**src/rtl/prt_pkg.sv**
```systemverilog
// prt_pkg: shared defaults, width helpers and state encodings for the packet table.
package prt_pkg;
   localparam int DEF_NUM_SLOTS   = 4;
   localparam int DEF_DATA_WIDTH  = 8;
   localparam int DEF_FRAME_DEPTH = 16;
   function automatic int idx_w(input int n);
      return (n > 1) ? $clog2(n) : 1;
   endfunction
   function automatic int len_w(input int n);
      return $clog2(n + 1);
   endfunction
   typedef enum logic [1:0] {FREE, WRITING, VALID} slot_state_e;
   typedef enum logic {W_IDLE, W_ACTIVE} wr_state_e;
   typedef enum logic {R_IDLE, R_ACTIVE} rd_state_e;
endpackage

```
**src/rtl/prt_frame_mem.sv**
```systemverilog
// prt_frame_mem: beat storage, one write port and one asynchronous read port, addressed by {slot, beat}.
module prt_frame_mem #(
   parameter int AW = 6,
   parameter int DW = 8
) (
   input  logic          clk,
   input  logic          we,
   input  logic [AW-1:0] waddr,
   input  logic [DW-1:0] wdata,
   input  logic [AW-1:0] raddr,
   output logic [DW-1:0] rdata
);
   logic [DW-1:0] mem [2**AW];
   always_ff @(posedge clk)
      if (we) mem[waddr] <= wdata;
   assign rdata = mem[raddr];
endmodule

```
**src/rtl/prt_multi_table.sv**
```systemverilog
// prt_multi_table: multi-slot packet table with independent write (allocate/fill/commit)
// and read (select/stream) engines sharing one frame store.
module prt_multi_table
   import prt_pkg::*;
#(
   parameter int NUM_SLOTS   = DEF_NUM_SLOTS,
   parameter int DATA_WIDTH  = DEF_DATA_WIDTH,
   parameter int FRAME_DEPTH = DEF_FRAME_DEPTH,
   localparam int SLOT_W = idx_w(NUM_SLOTS),
   localparam int LEN_W  = len_w(FRAME_DEPTH),
   localparam int CNT_W  = len_w(NUM_SLOTS)
) (
   input  logic                  clk,
   input  logic                  rst_n,
   input  logic                  EN_start_writing_prt_entry,
   output logic [SLOT_W-1:0]     start_writing_prt_entry,
   output logic                  RDY_start_writing_prt_entry,
   input  logic [DATA_WIDTH-1:0] write_prt_entry_data,
   input  logic                  EN_write_prt_entry,
   output logic                  RDY_write_prt_entry,
   input  logic                  EN_finish_writing_prt_entry,
   output logic                  RDY_finish_writing_prt_entry,
   input  logic [SLOT_W-1:0]     invalidate_prt_entry_slot,
   input  logic                  EN_invalidate_prt_entry,
   output logic                  RDY_invalidate_prt_entry,
   input  logic [SLOT_W-1:0]     start_reading_prt_entry_slot,
   input  logic                  EN_start_reading_prt_entry,
   output logic                  RDY_start_reading_prt_entry,
   input  logic                  EN_read_prt_entry,
   output logic [DATA_WIDTH:0]   read_prt_entry,
   output logic                  RDY_read_prt_entry,
   output logic                  is_prt_slot_free,
   output logic                  RDY_is_prt_slot_free,
   output logic [CNT_W-1:0]      free_slot_count
);
   localparam int BEAT_W = idx_w(FRAME_DEPTH);
   localparam logic [LEN_W-1:0] DEPTH_L = LEN_W'(FRAME_DEPTH);

   slot_state_e slot_st [NUM_SLOTS];
   slot_state_e slot_nxt [NUM_SLOTS];
   logic [LEN_W-1:0] slot_len [NUM_SLOTS];
   wr_state_e w_st, w_nxt;
   rd_state_e r_st, r_nxt;
   logic [SLOT_W-1:0] w_slot, r_slot, alloc_slot;
   logic [LEN_W-1:0] w_cnt, r_ptr;
   logic [CNT_W-1:0] cnt_nxt;
   logic [DATA_WIDTH-1:0] rdata;
   logic fire_sw, fire_w, fire_fin, fire_sr, fire_rd, inv_ok, last;

   assign RDY_start_writing_prt_entry  = (w_st == W_IDLE) && is_prt_slot_free;
   assign RDY_write_prt_entry          = (w_st == W_ACTIVE) && (w_cnt < DEPTH_L);
   assign RDY_finish_writing_prt_entry = (w_st == W_ACTIVE) && (w_cnt != '0);
   assign RDY_start_reading_prt_entry  = (r_st == R_IDLE);
   assign RDY_read_prt_entry           = (r_st == R_ACTIVE);
   assign RDY_invalidate_prt_entry     = 1'b1;
   assign RDY_is_prt_slot_free         = 1'b1;

   assign fire_sw  = EN_start_writing_prt_entry && RDY_start_writing_prt_entry;
   assign fire_w   = EN_write_prt_entry && RDY_write_prt_entry;
   assign fire_fin = EN_finish_writing_prt_entry && RDY_finish_writing_prt_entry;
   assign fire_sr  = EN_start_reading_prt_entry && RDY_start_reading_prt_entry;
   assign fire_rd  = EN_read_prt_entry && RDY_read_prt_entry;
   // A slot being read, or about to be, is pinned against invalidation.
   assign inv_ok = EN_invalidate_prt_entry && (slot_st[invalidate_prt_entry_slot] == VALID)
                   && !((r_st == R_ACTIVE) && (r_slot == invalidate_prt_entry_slot))
                   && !(fire_sr && (start_reading_prt_entry_slot == invalidate_prt_entry_slot));
   assign last = (r_ptr == slot_len[r_slot] - LEN_W'(1));
   assign read_prt_entry = RDY_read_prt_entry ? {last, rdata} : '0;
   assign start_writing_prt_entry = alloc_slot;

   always_comb begin
      alloc_slot = '0;
      for (int i = NUM_SLOTS - 1; i >= 0; i--)
         if (slot_st[i] == FREE) alloc_slot = SLOT_W'(i);
   end

   always_comb begin
      slot_nxt = slot_st;
      if (fire_sw) slot_nxt[alloc_slot] = WRITING;
      if (fire_fin) slot_nxt[w_slot] = VALID;
      if (inv_ok) slot_nxt[invalidate_prt_entry_slot] = FREE;
      cnt_nxt = '0;
      for (int i = 0; i < NUM_SLOTS; i++)
         cnt_nxt = cnt_nxt + CNT_W'(slot_nxt[i] == FREE);
   end

   always_comb begin
      w_nxt = fire_sw ? W_ACTIVE : fire_fin ? W_IDLE : w_st;
      r_nxt = (fire_sr && slot_st[start_reading_prt_entry_slot] == VALID) ? R_ACTIVE :
              (fire_rd && last) ? R_IDLE : r_st;
   end

   always_ff @(posedge clk or negedge rst_n)
      if (!rst_n) begin
         w_st <= W_IDLE;
         r_st <= R_IDLE;
         w_slot <= '0;
         w_cnt <= '0;
         r_slot <= '0;
         r_ptr <= '0;
         free_slot_count <= CNT_W'(NUM_SLOTS);
         is_prt_slot_free <= 1'b1;
         for (int i = 0; i < NUM_SLOTS; i++) begin
            slot_st[i] <= FREE;
            slot_len[i] <= '0;
         end
      end else begin
         w_st <= w_nxt;
         r_st <= r_nxt;
         slot_st <= slot_nxt;
         free_slot_count <= cnt_nxt;
         is_prt_slot_free <= (cnt_nxt != '0);
         if (fire_sw) begin
            w_slot <= alloc_slot;
            w_cnt <= '0;
         end else if (fire_w) w_cnt <= w_cnt + LEN_W'(1);
         if (fire_fin) slot_len[w_slot] <= w_cnt;
         if (fire_sr) begin
            r_slot <= start_reading_prt_entry_slot;
            r_ptr <= '0;
         end else if (fire_rd) r_ptr <= r_ptr + LEN_W'(1);
      end

   prt_frame_mem #(.AW(SLOT_W + BEAT_W), .DW(DATA_WIDTH)) u_mem (
      .clk   (clk),
      .we    (fire_w),
      .waddr ({w_slot, w_cnt[BEAT_W-1:0]}),
      .wdata (write_prt_entry_data),
      .raddr ({r_slot, r_ptr[BEAT_W-1:0]}),
      .rdata (rdata)
   );

   a_sw:  assert property (@(posedge clk) disable iff (!rst_n) EN_start_writing_prt_entry |-> RDY_start_writing_prt_entry);
   a_w:   assert property (@(posedge clk) disable iff (!rst_n) EN_write_prt_entry |-> RDY_write_prt_entry);
   a_fin: assert property (@(posedge clk) disable iff (!rst_n) EN_finish_writing_prt_entry |-> RDY_finish_writing_prt_entry);
   a_sr:  assert property (@(posedge clk) disable iff (!rst_n) EN_start_reading_prt_entry |-> RDY_start_reading_prt_entry);
   a_rd:  assert property (@(posedge clk) disable iff (!rst_n) EN_read_prt_entry |-> RDY_read_prt_entry);
endmodule

```
**config.mk**
```make
export PLATFORM = sky130hd
export DESIGN_NAME = prt_multi_table
export DESIGN_NICKNAME = d
export VERILOG_FILES = /design/src/rtl/prt_pkg.sv /design/src/rtl/prt_frame_mem.sv /design/src/rtl/prt_multi_table.sv
export SDC_FILE = /design/constraint.sdc
export NUM_CORES = 1
export LEC_CHECK = 0
export BUFFER_PORTS_ARGS = -buffer_cell sky130_fd_sc_hd__clkbuf_2
export CORE_UTILIZATION = 50
export CTS_BUF_LIST = sky130_fd_sc_hd__clkbuf_16
export DETAILED_ROUTE_END_ITERATION = 12
export PLACE_DENSITY = 0.73
export SLEW_MARGIN = 20
export SYNTH_ARGS = -nofsm -noshare
export SYNTH_HDL_FRONTEND = slang
export SYNTH_SLANG_ARGS = --single-unit
```
**constraint.sdc**
```tcl
create_clock -name clk -period 4.16 [get_ports clk]
set_clock_uncertainty 0.05 [all_clocks]
set_input_delay 0 -clock clk [delete_from_list [all_inputs] [get_ports clk]]
set_output_delay 0 -clock clk [all_outputs]
set_load 0.05 [all_outputs]
```
# == Word-level counts from Yosys, hierarchy flattened ==
# Memories as Yosys holds them, arrays and structs flattened.
# Cells that the tools add are included.
# totals
wordCells,122
latchBits,0
in_bits,20
output_inout_bits,22
n_memories,1
ram_bits,512
rom_bits,0
regBits,48
# memory_table
name,words,width,rd,rd_clocked_by_memory_dff,write_ports,line,source
u_mem.mem,64,8,1,0,1,prt_frame_mem.sv:13,logic [DW-1:0] mem [2**AW];
# classes
n_addsub,6
n_shift,0
n_reduce_logical,34
multipliers,0
muxes,36
div,0
n_eq_ne,5
n_lt_le_gt_ge,9
bitwise_logic,15
# op_table
operator,n
$mux 5,7
$mux 8,3
$mux 2,11
$bwmux 20,1
$logic_and 1x1->1,18
$logic_not 2->1,8
$ge 3x3->1 const B,5
$not 2->3,5
$demux 2 s2,3
$add 5x1->5 const B,2
$bmux 5 s2,1
$demux 5 s2,1
$lt 3x1->1 const B,3
$mux 9,1
$and 4x4->4,2
$and 8x8->8,1
$bmux 2 s2,2
$not 4->4,2
$not 8->8,1
$or 4x4->4,2
$reduce_bool 2->1,4
$mux 1,6
$eq 5x5->1,1
$lt 5x5->1 const B,1
other kinds (10),14

# == Depth between registers and ports, before layout ==
# Gate-level depths: netlist (run 1).
# depth
ltp_word,22
ltp_mapped,13
depth_no_buf,12

# == Hierarchy ==
# Synthesis (run 1) repeated with hierarchy kept, for this count alone.
# hier_totals
cells_unflattened,1157
area_unflattened_um2,22560.4
# modules_own_cells
mod,seq_area_each_um2,area_per_inst_um2,cells_per_inst,instances
prt_frame_mem,15374.7,20006.7,932,1
prt_multi_table,1203.7,2553.7,225,1

# == Worst setup path before layout (run 1) ==
# Ideal clock, no wire load.
# synth_timing
kind,reg-to-reg
from,register is_prt_slot_free
to,register is_prt_slot_free
synth_period_minus_slack_ns,3.487
n_path_buf,0
required_ns,4.022
stages_incl_launch_ff,11
path_slack_ns,0.673
setup_ns,0.088
arrival_ns,3.349
cell_sequence,dfstp_2 -> nor2b_1 -> nand2_1 -> nor3_1 -> o21a_1 -> or2_1 -> fa_1 -> inv_1 -> ha_1 -> ha_1 -> or3_1
# synth_rtl
element,line,source
"start, declared",prt_multi_table.sv:32,"output logic is_prt_slot_free,"
"start signal, assigned",prt_multi_table.sv:112,is_prt_slot_free <= (cnt_nxt != '0);

==> impl_metrics.toml, run 1 <==
[worst_setup_path]
critPathMaxFanout = 8
crit_type = "reg2reg"
crit_top_cell = "ha_1"
crit_required_ps = 4620
cp.buffers_inverters = 2
cp_slowest_stage_delay_ps = 540
arrival_ps = 4170
cp-start-kind = "flop"
cp_slowest_cell = "fa_1"
crit_family = "simple AND/OR/NAND/NOR gates"
r2r_cells = 12
end_kind = "flop"
r2r-end = "is_prt_slot_free"
timing.rr.start = "w_cnt[0]"
r2r_slack_ps = 450
path_cells = "inv_1 > ha_1 > or4b_1 > and3_1 > and3_4 > o22a_1 > nand2b_4 > fa_1 > inv_1 > ha_1 > ha_1 > or3_1"

[routing]
firstDrtPassIters = 5
drt-initial-drc-count = 1499
drc = 0
postRouteAntennaNets = 0
vias = 11300
via_per_inst = 6.05
wl_per_cell_um = 26.0
drt_wl_total_mm = 48.6

[sta]
slew_headroom = 0.413
fin_crit_ps = 3710
finalMaxSlewViolations = 0
hold_violations = 0
fmax_ghz = 0.270
rsz0062_at_grt = "false"
tns_ps = 0
worst_slack_ps = 451
setup_viol = 0
worst_slew_pin_slew_ps = 877
post-route-period-util = 0.892

[floorplan]
die_w_um = 213
pin_count = 42
die_area_um2 = 45500
core_area_um2 = 44100
die_h_um = 213
rows = 77
initial_utilization = 0.506

[cts]
numCtsBuffers = 56
clock_latency_ps = 600
ctsResizeCount = 0
cts_tree = "yes"
htree_levels = 2
cts_buffer_depth = 3
clock-sinks = 560
cts_root_buf = "clkbuf_16"
clk_pin_slew_ps = 60

[run]
max_cap_viol_count = 0

[global_route]
grt_overflow = 0
grt_max_degree = 65
antenna_found_initial = 1
grt_pass1_vias = 11500
grt_pass1_wl_mm = 72.8
gr-usage-all-layers = 0.223

[power_and_ir_drop]
netSwitchingPower_mw = 5.63
fin_total_pwr_mw = 17.0
swShare = 0.331
p_leak_nw = 8.19
vdd.ir_drop.worst_mv = 0.834
combPwrFrac = 0.311
clockPowerShare = 0.287
p_int_mw = 11.4
seqPwrFrac = 0.402
power_density_nw_per_um2 = 678

[cells_and_area]
syn_to_final_growth_pct = 12.6
n_fill_cell = 3318
nets = 1262
final_layout_size_suffix_gt1_frac = 0.239
diodes = 0

[synthesis]
yosys.cell_types.count = 54
yosys_warnings = 0
synth_area_um2 = 22300
synth_flop_cell = "edfxtp_1"
synthArstFlopShare = 0.0857
ys_ff_latch = 560
synth-seq-area-share = 0.743
synth_area_per_cell_um2 = 19.3
synth_edf_count = 512
syn_inst = 1157

[placement]
dp_slack_ps = 499
place_congestion = 0.813
dp.final_hpwl_mm = 28.9
io_buffers = 39

[run_status]
status = "finished clean"

[hold_path]
min_path_cells = 2
hold_class = "in2reg"
hold_path.startpoint = "write_prt_entry_data[4]"
hold_end = "u_mem.mem[10][4]"
synth_stat cells, types with 11 or more instances:
master	instances	area (um^2)
nor2_1	102	383
mux2i_1	16	160
o21ai_0	30	150
edfxtp_1	512	15400
dfrtp_1	46	1150
mux4_2	133	3000
nand2_1	50	188
mux2_2	15	169
inv_1	12	45.0
buf_2	18	90.1
o22ai_1	30	188
nor2b_1	13	81.3
nand3_1	11	55.1
clkbuf_1	20	75.1
stage by stage:
stage	hold WS, ps	utilization	area, um^2	cells
global route	31.3	0.570	25100	1870
global placement	74.3	0.524	23100	1747
finish	11.0	0.570	25100	1870
detailed placement	85.6	0.524	23100	1747
floorplan	-346	-	22300	1158
CTS	3.70	0.569	25100	1869
registers in the layout, indices dropped and copies added (netlist names):
signal / count
slot_len: 20
w_slot: 2
is_prt_slot_free: 1
w_cnt: 5
u_mem.mem: 512
free_slot_count: 3
w_st: 1
RDY_read_prt_entry: 1
slot_st: 8
r_ptr: 5
r_slot: 2
area by class of cell:
| type | instances | area (um^2) | area share |
|---|---|---|---|
| multi-input cells | 522 | 5330 | 0.212 |
| repair buffers | 83 | 646 | 0.0257 |
| clock inverters | 44 | 357 | 0.0142 |
| clock buffers | 57 | 1430 | 0.0568 |
| well taps | 592 | 741 | 0.0295 |
| inverters | 12 | 45.0 | 0.00179 |
| flip-flops and latches | 560 | 16600 | 0.660 |
layer usage:
| layer | up-vias | track usage | wire [um] |
|---|---|---|---|
| met1 | 5917 | 0.299 | 19400 |
| met3 | 93 | 0.0522 | 3930 |
| li1 | 4824 | - | - |
| met4 | 4 | 0.0805 | 1350 |
| met2 | 482 | 0.360 | 23900 |
| met5 | - | 0 | 31 |
power groups by stage:
stage / sequential [mW] / combinational [mW] / clock [mW]
2_1_floorplan: 6.69 / 4.00 / 0
3_3_place_gp: 6.93 / 5.17 / 0
3_5_place_dp: 6.95 / 5.22 / 0
4_1_cts: 6.84 / 5.30 / 4.95
5_1_grt: 6.88 / 5.64 / 5.15
6_report: 6.85 / 5.30 / 4.89
worst max-delay path by stage:
stage / slack, ps / cells after the start / startpoint / to
3_5_place_dp: 500 / 12 / w_cnt[0] / is_prt_slot_free
3_3_place_gp: 550 / 12 / w_cnt[0] / is_prt_slot_free
4_1_cts: 470 / 12 / w_cnt[0] / is_prt_slot_free
5_1_grt: 290 / 12 / w_cnt[0] / is_prt_slot_free
6_report: 450 / 12 / w_cnt[0] / is_prt_slot_free
2_1_floorplan: 670 / 10 / is_prt_slot_free / is_prt_slot_free
logic make-up after synthesis:
kind of cell | share of synthesized area
xor gates and xnor gates | 0.00667
AOI/OAI and AO/OA | 0.0318
buffers and inverters | 0.0187
adders and majority gates | 0.00426
muxes | 0.149
other | 0.000168
DFF | 0.743
and+or+nand+nor | 0.0467
layout by cell type, fill, tap and decap left out, types with 4 or more instances in the layout:
master / instances
a211oi_1: 6
nand2b_1: 6
inv_1: 24
a22oi_1: 4
dfrtp_1: 43
o2111ai_1: 6
xnor2_1: 10
ha_1: 6
nor2_1: 102
dlygate4sd3_1: 22
mux2_2: 15
a31oi_1: 7
nand3b_1: 5
a21oi_1: 7
clkinv_1: 11
o21ai_0: 30
nand2_1: 50
buf_12: 5
clkbuf_2: 38
bufinv_16: 6
mux4_2: 133
nor3_1: 4
mux2i_1: 16
o21a_1: 8
buf_4: 18
nand4_1: 4
clkbuf_16: 57
o22ai_1: 30
xor2_1: 7
clkinv_2: 9
edfxtp_1: 512
nand3_1: 11
nor2b_1: 13
o41ai_1: 7
timing repair:
item | 4_1_cts | 5_1_grt
hold endpoints to repair | 139 | 64
hold buffers | 21 | 1
buffers inserted | 0 | 0
No activity file was read; power rests on OpenSTA's default activity.
==> run 2: changes to the inputs <==
- PLACE_DENSITY: 0.73 -> not set
- PLACE_DENSITY_LB_ADDON: not set -> 0.3
==> run 2 against run 1 <==
- routed wire length rose by 1.6%
- die area did not move
- clock power rose by 6.3%
- setup slack got worse by 1.9 ps
- first-iteration DRC count fell by 13%
- sequential cell count did not move
- largest cell class unchanged
==> impl_metrics.toml, run 2 (synthesis gave the netlist of run 1 again) <==
[run_status]
status = "finished clean"

[routing]
vias = 11300
drc = 0
drt_wl_total_mm = 49.3
firstDrtPassIters = 7
postRouteAntennaNets = 0
wl_per_cell_um = 26.3
via_per_inst = 6.00
drt-initial-drc-count = 1299

[global_route]
antenna_found_initial = 0
grt_max_degree = 65
grt_pass1_vias = 11500
grt_overflow = 0
grt_pass1_wl_mm = 73.1
gr-usage-all-layers = 0.225

[sta]
fin_crit_ps = 3710
worst_slew_pin_slew_ps = 950
setup_viol = 0
finalMaxSlewViolations = 0
slew_headroom = 0.364
rsz0062_at_grt = "false"
hold_violations = 0
post-route-period-util = 0.892
tns_ps = 0
worst_slack_ps = 449
fmax_ghz = 0.269

[power_and_ir_drop]
clockPowerShare = 0.299
swShare = 0.327
p_leak_nw = 8.28
netSwitchingPower_mw = 5.68
fin_total_pwr_mw = 17.4
seqPwrFrac = 0.394
vdd.ir_drop.worst_mv = 0.753
combPwrFrac = 0.307
power_density_nw_per_um2 = 688
p_int_mw = 11.7

[placement]
placed_cell_area_um2 = 23200
place_congestion = 0.857
dp.final_hpwl_mm = 30.3
io_buffers = 39
dp_slack_ps = 475

[cts]
ctsHoldBuffers = 20
cts_root_buf = "clkbuf_16"
clk_pin_slew_ps = 60
cts_buffer_depth = 3
ctsResizeCount = 0
clock_latency_ps = 590
cts_tree = "yes"
htree_levels = 2
numCtsBuffers = 54
clock-sinks = 560
post_cts_buffers = 0

[floorplan]
pin_count = 42
die_area_um2 = 45500
die_h_um = 213
rows = 77
initial_utilization = 0.506
die_w_um = 213
core_area_um2 = 44100

[cells_and_area]
syn_to_final_growth_pct = 13.3
nets = 1265
final_area_um2 = 25300
top_register = "u_mem.mem"
mostFrequentLayoutCells = "edfxtp_1 (512), mux4_2 (133), nor2_1 (102)"
final_layout_size_suffix_gt1_frac = 0.248
diodes = 0
top_regs = "u_mem.mem (512), slot_len (20), slot_st (8)"
final_common_cell = "edfxtp_1"
largest_register_ffs = 512

[worst_setup_path]
arrival_ps = 4180
critPathMaxFanout = 8
cp_slowest_cell = "fa_1"
cp-start-kind = "flop"
end_kind = "flop"
crit_top_cell = "ha_1"
r2r_slack_ps = 450
crit_type = "reg2reg"
cp_slowest_stage_delay_ps = 540
path_cells = "inv_1 > ha_1 > or4b_1 > and3_1 > and3_4 > o22a_1 > nand2b_4 > fa_1 > inv_1 > ha_1 > ha_1 > or3_1"
crit_required_ps = 4630

[hold_path]
hold_class = "in2reg"

[run]
max_cap_viol_count = 0
==> run 2: cell types whose count changed in the layout (fill, tap and decap cells not counted), sizes merged <==
cell / before / now
clkinv: 20 / 22
bufinv: 6 / 12
clkbuf: 95 / 93
dlygate4sd3: 22 / 20
inv: 26 / 24
buf: 23 / 29
clkinvlp: 4 / 2
==> run 2: cell type report <==
cell class,instances,area (um^2)
clock buffer,54,1350
clock inverter,48,546
fill,3304,18800
inverter,12,45.0
multi-input combinational,522,5330
sequential,560,16600
tap,592,741
timing repair buffer,88,691
==> run 2: path summary, 6_finish.rpt <==
kind / from / endpoint / depth (start not counted)
setup / recovery: w_cnt[0] / is_prt_slot_free / 12
hold / removal: write_prt_entry_data[7] / u_mem.mem[9][7] / 2
setup reg to reg: w_cnt[0] / is_prt_slot_free / 12
hold reg to reg: slot_len[1] / slot_len[1] / 2
max in group asynchronous: rst_n / r_ptr[0] / 4
min in group asynchronous: rst_n / free_slot_count[0] / 4
==> run 2: critical path: cells and delay by family, from the launching register on <==
| kind | cells | cell delay [ps] |
|---|---|---|
| compound gates | 1 | 220 |
| fa+ha+maj | 4 | 1200 |
| buf+inv | 2 | 240 |
| flops | 1 | 430 |
| simple gates | 5 | 1490 |
==> run 2: power by group through the flow <==
| stage | clock (mW) | combinational (mW) | sequential, mW |
|---|---|---|---|
| final | 5.20 | 5.34 | 6.84 |
| after detailed placement | 0 | 5.27 | 6.96 |
| after CTS | 5.26 | 5.34 | 6.85 |
| after global routing | 5.47 | 5.66 | 6.88 |
| after global placement | 0 | 5.24 | 6.94 |
| after floorplan | 0 | 4.00 | 6.69 |
==> run 2: metal layers <==
layer	vias up	track usage	wire length [um]
met4	0	0.0670	1130
li1	4831	-	-
met1	5911	0.321	20800
met5	-	0	0
met2	445	0.357	23800
met3	71	0.0382	3610
==> run 2: through the flow <==
stage / utilization / hold WS [ps] / instances
2_1_floorplan: - / -346 / 1158
5_1_grt: 0.573 / 34.7 / 1876
6_report: 0.573 / 13.7 / 1876
3_5_place_dp: 0.526 / 87.5 / 1754
3_3_place_gp: 0.526 / 82.2 / 1754
4_1_cts: 0.573 / 5.27 / 1876
==> run 3: changes to the inputs <==
- PLACE_DENSITY: not set -> 0.71
- PLACE_DENSITY_LB_ADDON: 0.3 -> not set
- clock period: 4.16 -> 3.1 ns (I/O delays scaled with it)
==> run 3 against run 2 <==
- the run now ends with negative setup slack left
- sequential power grew 31%
- routed wire length rose by 5.1%
- fmax grew 16%
- first-iteration DRC count increased by 2.0%
- critical path depth stayed put
- via count up 5.8%
- clock power grew 24%
- hold slack better by 55 ps
- cell area increased by 4.9%
- final cell count is 6.6% higher
==> impl_metrics.toml, run 3 (synthesis gave the netlist of run 1 again) <==
[global_route]
grt_pass1_wl_mm = 76.6
gr-usage-all-layers = 0.234
grt_pass1_vias = 12200
grt.met1_usage = 0.322
busiest_layer = "met2"
grt_overflow = 0
grtUsageMet3 = 0.0474
grt_max_degree = 65
antenna_found_initial = 0
grtUsageMet2 = 0.374

[floorplan]
initial_utilization = 0.506
rows = 77
die_w_um = 213
die_h_um = 213
die_area_um2 = 45500
pin_count = 42
core_area_um2 = 44100

[power_and_ir_drop]
clockPowerShare = 0.263
combPwrFrac = 0.372
seqPwrFrac = 0.365
vdd.ir_drop.worst_mv = 0.947
p_leak_nw = 8.94
swShare = 0.336
power_density_nw_per_um2 = 923
p_int_mw = 16.3
netSwitchingPower_mw = 8.23

[sta]
tns_ps = -109
post-route-period-util = 1.04
hold_violations = 0
fmax_ghz = 0.312
rsz0062_at_grt = "true"
worst_slew_pin_slew_ps = 1000
finalMaxSlewViolations = 0
fin_crit_ps = 3210
slew_headroom = 0.332
setup_viol = 1
worst_slack_ps = -109

[worst_setup_path]
critPathMaxFanout = 4
cp.buffers_inverters = 2
crit_path_start = "w_cnt[1]"
path_cells = "inv_2 > ha_4 > or4b_4 > and3_4 > and3_4 > o22a_1 > nand2b_4 > fa_1 > inv_1 > ha_2 > ha_4 > or3_1"
cp-start-kind = "flop"
r2r_slack_ps = -110
timing.rr.start = "w_cnt[1]"
arrival_ps = 3700
crit_family = "simple AND/OR/NAND/NOR gates"
cp_slowest_stage_delay_ps = 530
crit_required_ps = 3590
crit_type = "reg2reg"
r2r_cells = 12
end_kind = "flop"
cp_slowest_cell = "fa_1"
r2r-end = "is_prt_slot_free"

[routing]
vias = 11900
postRouteAntennaNets = 0
drt_wl_total_mm = 51.8
drc = 0
drt-initial-drc-count = 1325
via_per_inst = 5.96
firstDrtPassIters = 5
wl_per_cell_um = 25.9

[cts]
cts_buffer_depth = 3
clk_pin_slew_ps = 70
cts_root_buf = "clkbuf_16"
clock_latency_ps = 610
htree_levels = 2
clock-sinks = 560
numCtsBuffers = 54
cts_tree = "yes"

[cells_and_area]
top_register = "u_mem.mem"
final_util = 0.601
top_regs = "u_mem.mem (512), slot_len (20), slot_st (8)"
mostFrequentLayoutCells = "edfxtp_1 (512), buf_4 (138), mux4_2 (133)"
nets = 1390
final_layout_size_suffix_gt1_frac = 0.337
syn_to_final_growth_pct = 18.8
final_common_cell = "edfxtp_1"
diodes = 0
largest_register_ffs = 512

[run]
max_cap_viol_count = 0

[run_status]
violations = "negative setup slack"
status = "finished, violations left"

[placement]
io_buffers = 39
dp.final_hpwl_mm = 32.1
dp_slack_ps = -122
place_congestion = 0.924

[hold_path]
hold_path.startpoint = "write_prt_entry_data[7]"
min_path_cells = 1
hold_class = "in2reg"
hold_end = "u_mem.mem[9][7]"
==> run 3: what timing repair did <==
action	in CTS	in global routing
setup endpoints to repair	10	11
gates resized for setup	51	28
hold buffers	20	1
gates cloned	2	1
setup buffers	7	12
pin swaps	4	10
endpoints found under the hold margin	55	64
==> run 3: worst max path at each step <==
stage | endpoint | depth (start not counted)
finish | is_prt_slot_free | 12
global route | is_prt_slot_free | 12
CTS | is_prt_slot_free | 12
detailed placement | is_prt_slot_free | 12
global placement | is_prt_slot_free | 12
floorplan | is_prt_slot_free | 13
==> run 3: area by class of cell <==
| cell class | count | area (um^2) |
|---|---|---|
| clock inverter | 45 | 354 |
| inverter | 12 | 45.0 |
| clock buffer | 55 | 1380 |
| fill | 3136 | 17600 |
| tap | 592 | 741 |
| timing repair buffer | 213 | 1800 |
| multi-input combinational | 522 | 5620 |
| sequential | 560 | 16600 |
==> run 3: metrics by stage <==
step           std cells  instance area [um^2]  hold slack, ps  total power [mW]
6_report            1999                 26500            69.0              24.5
5_1_grt             1999                 26500            96.1              25.3
4_1_cts             1987                 26300            71.9              24.2
3_5_place_dp        1858                 24000            99.4              16.9
3_3_place_gp        1858                 24000            77.7              16.8
2_1_floorplan       1158                 22300            -346              14.4
==> run 3: power by group through the flow <==
stage | registers [mW] | logic (mW) | clock network [mW]
after detailed placement | 9.11 | 7.83 | 0
after floorplan | 8.99 | 5.39 | 0
after CTS | 8.95 | 8.69 | 6.52
after global routing | 8.96 | 9.56 | 6.79
after global placement | 9.09 | 7.71 | 0
final | 8.94 | 9.11 | 6.44
==> run 3: layer usage <==
| layer | wire, um | up-vias |
|---|---|---|
| li1 | - | 5076 |
| met1 | 20900 | 6223 |
| met2 | 25600 | 503 |
| met3 | 3770 | 109 |
| met4 | 1530 | 0 |
| met5 | 0 | - |
